## src/rtl/irq_pkg.sv

```systemverilog
// Shared definitions for the interrupt request controller:
// FSM encoding, cause width and default vector layout.
package irq_pkg;

    localparam int IRQ_MAX = 16;
    localparam int CAUSE_W = 4;

    localparam logic [31:0] VEC_BASE_DEF   = 32'h0000_0080;
    localparam logic [31:0] VEC_STRIDE_DEF = 32'h0000_0010;

    localparam logic [1:0] ST_IDLE    = 2'd0;
    localparam logic [1:0] ST_REQUEST = 2'd1;
    localparam logic [1:0] ST_SERVICE = 2'd2;

    // Handler address of a given source; 32-bit wrap is intentional.
    function automatic logic [31:0] vec_addr(
        input logic [31:0]        base,
        input logic [31:0]        stride,
        input logic [CAUSE_W-1:0] cause
    );
        return base + stride * {{(32-CAUSE_W){1'b0}}, cause};
    endfunction

endpackage

```

## src/rtl/interrupt_controller_if.sv

```systemverilog
// Request/acknowledge bundle between the interrupt controller,
// the external request lines and the control unit.
interface interrupt_controller_if #(
    parameter int N_IRQ = 8
);
    import irq_pkg::*;

    logic [N_IRQ-1:0]   irq;
    logic               int_ack;
    logic               int_eoi;
    logic               mask_we;
    logic [N_IRQ-1:0]   mask_wdata;
    logic               int_sig;
    logic [31:0]        int_vector;
    logic [CAUSE_W-1:0] int_cause;
    logic               in_service;
    logic [N_IRQ-1:0]   pending;
    logic [N_IRQ-1:0]   mask;

    modport master (
        output irq, int_ack, int_eoi, mask_we, mask_wdata,
        input  int_sig, int_vector, int_cause, in_service, pending, mask
    );

    modport slave (
        input  irq, int_ack, int_eoi, mask_we, mask_wdata,
        output int_sig, int_vector, int_cause, in_service, pending, mask
    );

endinterface

```

## src/rtl/irq_prio_enc.sv

```systemverilog
// Fixed-priority encoder: lowest set index wins, returns {valid, index}.
module irq_prio_enc
    import irq_pkg::*;
#(
    parameter int N = 8
) (
    input  logic [N-1:0]       req_i,
    output logic               valid_o,
    output logic [CAUSE_W-1:0] idx_o
);

    // Scan from the top down so the lowest set bit is the last writer.
    always_comb begin
        valid_o = 1'b0;
        idx_o   = '0;
        for (int i = N - 1; i >= 0; i--) begin
            if (req_i[i]) begin
                valid_o = 1'b1;
                idx_o   = i[CAUSE_W-1:0];
            end
        end
    end

endmodule

```

## src/rtl/interrupt_controller.sv

```systemverilog
// Interrupt request controller: edge/level capture, mask, fixed
// priority, and the request/ack/eoi handshake with the control unit.
module interrupt_controller
    import irq_pkg::*;
#(
    parameter int               N_IRQ      = 8,
    parameter logic [31:0]      VEC_BASE   = VEC_BASE_DEF,
    parameter logic [31:0]      VEC_STRIDE = VEC_STRIDE_DEF,
    parameter logic [N_IRQ-1:0] LEVEL_SRC  = '0,
    parameter logic [N_IRQ-1:0] MASK_RESET = '1
) (
    input  logic                 clk,
    input  logic                 rst,
    interrupt_controller_if.slave bus
);

    logic [N_IRQ-1:0]   irq_q;
    logic [N_IRQ-1:0]   pending_q, pending_d;
    logic [N_IRQ-1:0]   mask_q, mask_d;
    logic [1:0]         state_q, state_d;
    logic               int_sig_q, int_sig_d;
    logic [31:0]        vector_q, vector_d;
    logic [CAUSE_W-1:0] cause_q, cause_d;
    logic               in_service_q, in_service_d;

    logic [N_IRQ-1:0]   rise;
    logic [N_IRQ-1:0]   req;
    logic [N_IRQ-1:0]   clr;
    logic               win_valid;
    logic [CAUSE_W-1:0] win_idx;
    logic               take;

    assign rise = bus.irq & ~irq_q;
    assign req  = pending_q & mask_q;

    irq_prio_enc #(
        .N (N_IRQ)
    ) u_prio (
        .req_i   (req),
        .valid_o (win_valid),
        .idx_o   (win_idx)
    );

    // Ack is accepted only in REQUEST and only with a live winner.
    assign take = (state_q == ST_REQUEST) && bus.int_ack && win_valid;

    // Pending: level sources track the line; edge sources set on a
    // rising edge and clear on ack, with a same-cycle edge winning.
    always_comb begin
        clr       = '0;
        pending_d = '0;
        for (int i = 0; i < N_IRQ; i++) begin
            clr[i] = take && (win_idx == i[CAUSE_W-1:0]);
            if (LEVEL_SRC[i]) begin
                pending_d[i] = bus.irq[i];
            end else begin
                pending_d[i] = (pending_q[i] & ~clr[i]) | rise[i];
            end
        end
    end

    // Mask register: the new value is visible the cycle after the write.
    always_comb begin
        mask_d = mask_q;
        if (bus.mask_we) begin
            mask_d = bus.mask_wdata;
        end
    end

    // Handshake FSM with registered int_sig and frozen vector/cause.
    always_comb begin
        state_d      = state_q;
        int_sig_d    = 1'b0;
        vector_d     = vector_q;
        cause_d      = cause_q;
        in_service_d = in_service_q;
        case (state_q)
            ST_IDLE: begin
                if (|req) begin
                    state_d   = ST_REQUEST;
                    int_sig_d = 1'b1;
                end
            end
            ST_REQUEST: begin
                if (take) begin
                    state_d      = ST_SERVICE;
                    cause_d      = win_idx;
                    vector_d     = vec_addr(VEC_BASE, VEC_STRIDE, win_idx);
                    in_service_d = 1'b1;
                end else if (!win_valid) begin
                    state_d = ST_IDLE;
                end else begin
                    int_sig_d = 1'b1;
                end
            end
            ST_SERVICE: begin
                if (bus.int_eoi) begin
                    state_d      = ST_IDLE;
                    in_service_d = 1'b0;
                end
            end
            default: begin
                state_d      = ST_IDLE;
                in_service_d = 1'b0;
            end
        endcase
    end

    // State registers with synchronous reset.
    always_ff @(posedge clk) begin
        if (rst) begin
            irq_q        <= '0;
            pending_q    <= '0;
            mask_q       <= MASK_RESET;
            state_q      <= ST_IDLE;
            int_sig_q    <= 1'b0;
            vector_q     <= VEC_BASE;
            cause_q      <= '0;
            in_service_q <= 1'b0;
        end else begin
            irq_q        <= bus.irq;
            pending_q    <= pending_d;
            mask_q       <= mask_d;
            state_q      <= state_d;
            int_sig_q    <= int_sig_d;
            vector_q     <= vector_d;
            cause_q      <= cause_d;
            in_service_q <= in_service_d;
        end
    end

    assign bus.int_sig    = int_sig_q;
    assign bus.int_vector = vector_q;
    assign bus.int_cause  = cause_q;
    assign bus.in_service = in_service_q;
    assign bus.pending    = pending_q;
    assign bus.mask       = mask_q;

endmodule

```

## src/flat_wrapper.sv

```systemverilog
// flat-port wrapper written by rule: the top's interface ports become plain ports
module interrupt_controller_flat import irq_pkg::*;
#(
    parameter int               N_IRQ      = 8,
    parameter logic [31:0]      VEC_BASE   = VEC_BASE_DEF,
    parameter logic [31:0]      VEC_STRIDE = VEC_STRIDE_DEF,
    parameter logic [N_IRQ-1:0] LEVEL_SRC  = '0,
    parameter logic [N_IRQ-1:0] MASK_RESET = '1
)
  (clk, rst, bus_irq, bus_int_ack, bus_int_eoi, bus_mask_we, bus_mask_wdata, bus_int_sig, bus_int_vector, bus_int_cause, bus_in_service, bus_pending, bus_mask);
  interrupt_controller_if #(.N_IRQ(N_IRQ)) bus_i ();
  input  logic clk;
  input  logic rst;
  input wire logic [$bits(bus_i.irq)-1:0] bus_irq;
  input wire logic [$bits(bus_i.int_ack)-1:0] bus_int_ack;
  input wire logic [$bits(bus_i.int_eoi)-1:0] bus_int_eoi;
  input wire logic [$bits(bus_i.mask_we)-1:0] bus_mask_we;
  input wire logic [$bits(bus_i.mask_wdata)-1:0] bus_mask_wdata;
  output wire logic [$bits(bus_i.int_sig)-1:0] bus_int_sig;
  output wire logic [$bits(bus_i.int_vector)-1:0] bus_int_vector;
  output wire logic [$bits(bus_i.int_cause)-1:0] bus_int_cause;
  output wire logic [$bits(bus_i.in_service)-1:0] bus_in_service;
  output wire logic [$bits(bus_i.pending)-1:0] bus_pending;
  output wire logic [$bits(bus_i.mask)-1:0] bus_mask;
  assign bus_i.irq = bus_irq;
  assign bus_i.int_ack = bus_int_ack;
  assign bus_i.int_eoi = bus_int_eoi;
  assign bus_i.mask_we = bus_mask_we;
  assign bus_i.mask_wdata = bus_mask_wdata;
  assign bus_int_sig = bus_i.int_sig;
  assign bus_int_vector = bus_i.int_vector;
  assign bus_int_cause = bus_i.int_cause;
  assign bus_in_service = bus_i.in_service;
  assign bus_pending = bus_i.pending;
  assign bus_mask = bus_i.mask;
  interrupt_controller #(.N_IRQ(N_IRQ), .VEC_BASE(VEC_BASE), .VEC_STRIDE(VEC_STRIDE), .LEVEL_SRC(LEVEL_SRC), .MASK_RESET(MASK_RESET)) u_core (.clk(clk), .rst(rst), .bus(bus_i));
endmodule
```

## config.mk

```make
export PLATFORM = sky130hd
export DESIGN_NAME = interrupt_controller_flat
export DESIGN_NICKNAME = d
export VERILOG_FILES = /design/src/rtl/irq_pkg.sv /design/src/rtl/interrupt_controller_if.sv /design/src/rtl/irq_prio_enc.sv /design/src/rtl/interrupt_controller.sv /design/src/flat_wrapper.sv
export SDC_FILE = /design/constraint.sdc
export NUM_CORES = 1
export LEC_CHECK = 0
export ABC_CLOCK_PERIOD_IN_PS = 4700
export CORE_MARGIN = 3
export CORE_UTILIZATION = 41
export DETAILED_ROUTE_END_ITERATION = 12
export GPL_ROUTABILITY_DRIVEN = 0
export PLACE_DENSITY = 0.81
export REMOVE_ABC_BUFFERS = 1
export SYNTH_ARGS = -nofsm -noshare
export SYNTH_HDL_FRONTEND = slang
export SYNTH_HIERARCHICAL = 1
export SYNTH_SLANG_ARGS = --single-unit
```

## constraint.sdc

```tcl
create_clock -name clk -period 4.7 [get_ports clk]
set_clock_uncertainty 0.15 [all_clocks]
set_input_delay 1.41 -clock clk [delete_from_list [all_inputs] [get_ports clk]]
set_output_delay 1.41 -clock clk [all_outputs]
set_load 0.01 [all_outputs]
```

==> reports/results.ini <==
[synthesis]
synth.avg_cell_area_um2 = 9.033
ys_seq_elements = 33
synthMuxAreaShare_pct = 8.327
ys_seq_area_share_pct = 42.27
synth_top_area_share_pct = 42.27
synth_top_family_by_area = buffers and inverters
ys_types = 29
synth_xor_area_share_pct = 0
synth_top_area_cell = dfxtp_1
synth_compound_area_share_pct = 12.81
synthSimpleGateAreaFrac_pct = 16.57
synth.area.top_cells = dfxtp_1, buf_4, mux2i_1
syn_inst = 173
syn_area_um2 = 1563
yosysWarnings = 6
synthAdderAreaFrac_pct = 0

[placed_design]
post_dp_cell_area_um2 = 1928
placed_cells = 255
hpwl_mm = 2.380
portBuffers = 47

[detailed_routing]
routed_wl_mm = 3.115
ant_nets = 0
viasPerCell = 4.683
vias = 1227
wl_per_cell_um = 11.89
firstDrtPassIters = 4
drt_iter0_markers = 59
route.detailed.drc = 0

[pwr]
p_leak_nw = 0.8899
powerDensity_nw_per_um2 = 331.8
switching_power_mw = 0.1769
p_total_mw = 0.6683
seqPwrFrac_pct = 47.4
combPwrFrac_pct = 21.8
p_clk_share_pct = 30.8
p_sw_share_pct = 26.47
ir_drop_mv = 0.1741
p_int_mw = 0.4914

[hold_path]
hp-class = reg -> reg
worstHoldStart = u_core/irq_q[6]

[cts]
path_clk_slew_ps = 60
hold_buffers = 0
postCtsSetupBuffers = 0
cts_tree = yes
cts-resized-gates = 0
htreeDepth = 2
clkSinkCount = 33
cts.path.max_buffers = 2
root_buffer = clkbuf_8
cts_buffers = 5
insertion_delay_ps = 280

[grt]
grt.total_usage_pct = 14.47
grt_pass1_wl_mm = 4.940
antenna_found_initial = 0
grt.overflow.total = 0
grt_max_degree = 26
grt_pass1_vias = 1097

[sta]
hold_viol_final = 0
rsz0062_at_grt = no
slew_headroom_pct = 45.57
setup_viol = 0
final-max-slew-violation-count = 0
worst_slew_pin_slew_ps = 811.5
fmax_mhz = 349.8
min_period_over_period_pct = 60.82
final.setup.tns_ps = 0
period_needed_ps = 2858

[cells_and_area]
diodes = 0
area_delta_synth_final_pct = 28.90
final_area_um2 = 2014
fin_nets = 237
fin_cells = 262
drive_gt1_share_pct = 4.630
fill_cells = 323

[setup_path]
crit_slowest_cell = inv_1
cp-end-kind = register
crit_path_max_incr_delay_ps = 570
cp_top_family = buffers and inverters
crit_start = rst
critPathBufInv = 2
crit_path_cell_trace = clkdlybuf4s50_1 -> inv_1 -> o311ai_0 -> o21ai_0
path_class = in -> reg
reg2reg_from = u_core/bus.pending[5]
critPathMaxFanout = 25
cp.arrival_ps = 2910
crit_required_ps = 4750
critPathLaunchType = input port

[status]
status = completed

[flow_run]
drv_cap = 0

[floorplan]
row_count = 21
fp.dieArea_um2 = 4589
start_util_pct = 44.72
pin_count = 75
die_x_um = 67.74
die-height_um = 67.74
core_um2 = 3495

-- layout make-up --
type	instances	area [um2]	area share (%)
multi-input cells	117	694.4	34.47
well taps	46	57.56	2.857
inverters	12	45.04	2.236
repair buffers	47	470.5	23.35
clock buffers	7	86.33	4.286
flip-flops and latches	33	660.6	32.80
-- synthesized netlist by cell type (all sizes together) --
master and n:
a211oi 2, a21oi 4, a22o 1, and2 8, buf 33, clkbuf 4
conb 2, dfxtp 33, inv 12, mux2i 13, nand2 20, nand2b 1
nand3b 1, nand4b 3, nand4bb 1, nor2 7, nor2b 2, nor4 2
o211ai 2, o21ai 10, o21bai 1, o311ai 6, o41a 2, o41ai 1
or3b 1, or4b 1
-- kinds of logic after synthesis --
| family | after synthesis |
|---|---|
| other cells | 2 |
| flops | 33 |
| compound gates | 29 |
| buf+inv | 49 |
| simple gates | 47 |
| mux | 13 |
-- worst paths after layout --
check,to,slack (ps),depth (start not counted)
setup reg to reg,u_core/bus.pending[6],2370,7
hold / removal,u_core/bus.pending[6],260,1
hold reg to reg,u_core/bus.pending[6],260,1
setup / recovery,u_core/bus.pending[1],1840,4
-- per-layer routing --
layer	track usage, %	wire length [um]	vias to the layer above
li1	-	-	611
met1	18.41	1367	561
met2	21.87	1449	51
met3	6.323	268	4
met4	4.557	29	0
met5	0	0	-
-- flip-flops by register name (all words and copies together) (netlist names) --
register               flops
u_core/irq_q               8
u_core/bus.in_service      1
u_core/bus.int_sig         1
u_core/bus.pending         8
u_core/bus.int_cause       4
u_core/bus.int_vector      1
u_core/bus.mask            8
u_core/state_q             2
-- power groups by stage --
stage | Combinational [mW] | Sequential [mW] | Clock [mW]
after floorplan | 0.0689 | 0.328 | 0
after global routing | 0.160 | 0.320 | 0.226
after CTS | 0.145 | 0.317 | 0.211
after global placement | 0.143 | 0.322 | 0
after detailed placement | 0.144 | 0.323 | 0
final | 0.146 | 0.317 | 0.206
-- stage by stage --
| stage | setup WS, ps | util, % | hold WS [ps] |
|---|---|---|---|
| after floorplan | 2440 | - | 248.8 |
| after global placement | 1619 | 55.17 | 251.3 |
| after detailed placement | 1555 | 55.17 | 258.4 |
| after CTS | 1862 | 57.64 | 267.1 |
| after global routing | 1691 | 57.64 | 288.2 |
| final | 1842 | 57.64 | 264.9 |
-- layout by cell type (no fill, tap or decap) --
master / instances
a211oi_1: 2
a21oi_1: 4
a22o_1: 1
and2_1: 6
and2_2: 2
clkbuf_1: 1
clkbuf_8: 6
clkdlybuf4s50_1: 47
conb_1: 28
dfxtp_1: 33
inv_1: 12
mux2i_1: 13
nand2_1: 20
nand2b_1: 1
nand3b_1: 1
nand4b_1: 3
nand4bb_1: 1
nor2_1: 7
nor2b_1: 2
nor4_1: 1
nor4_2: 1
o211ai_1: 2
o21ai_0: 10
o21bai_1: 1
o311ai_0: 6
o41a_1: 2
o41ai_1: 1
or3b_1: 1
or4b_4: 1
Power figures use the tool's default switching activity.
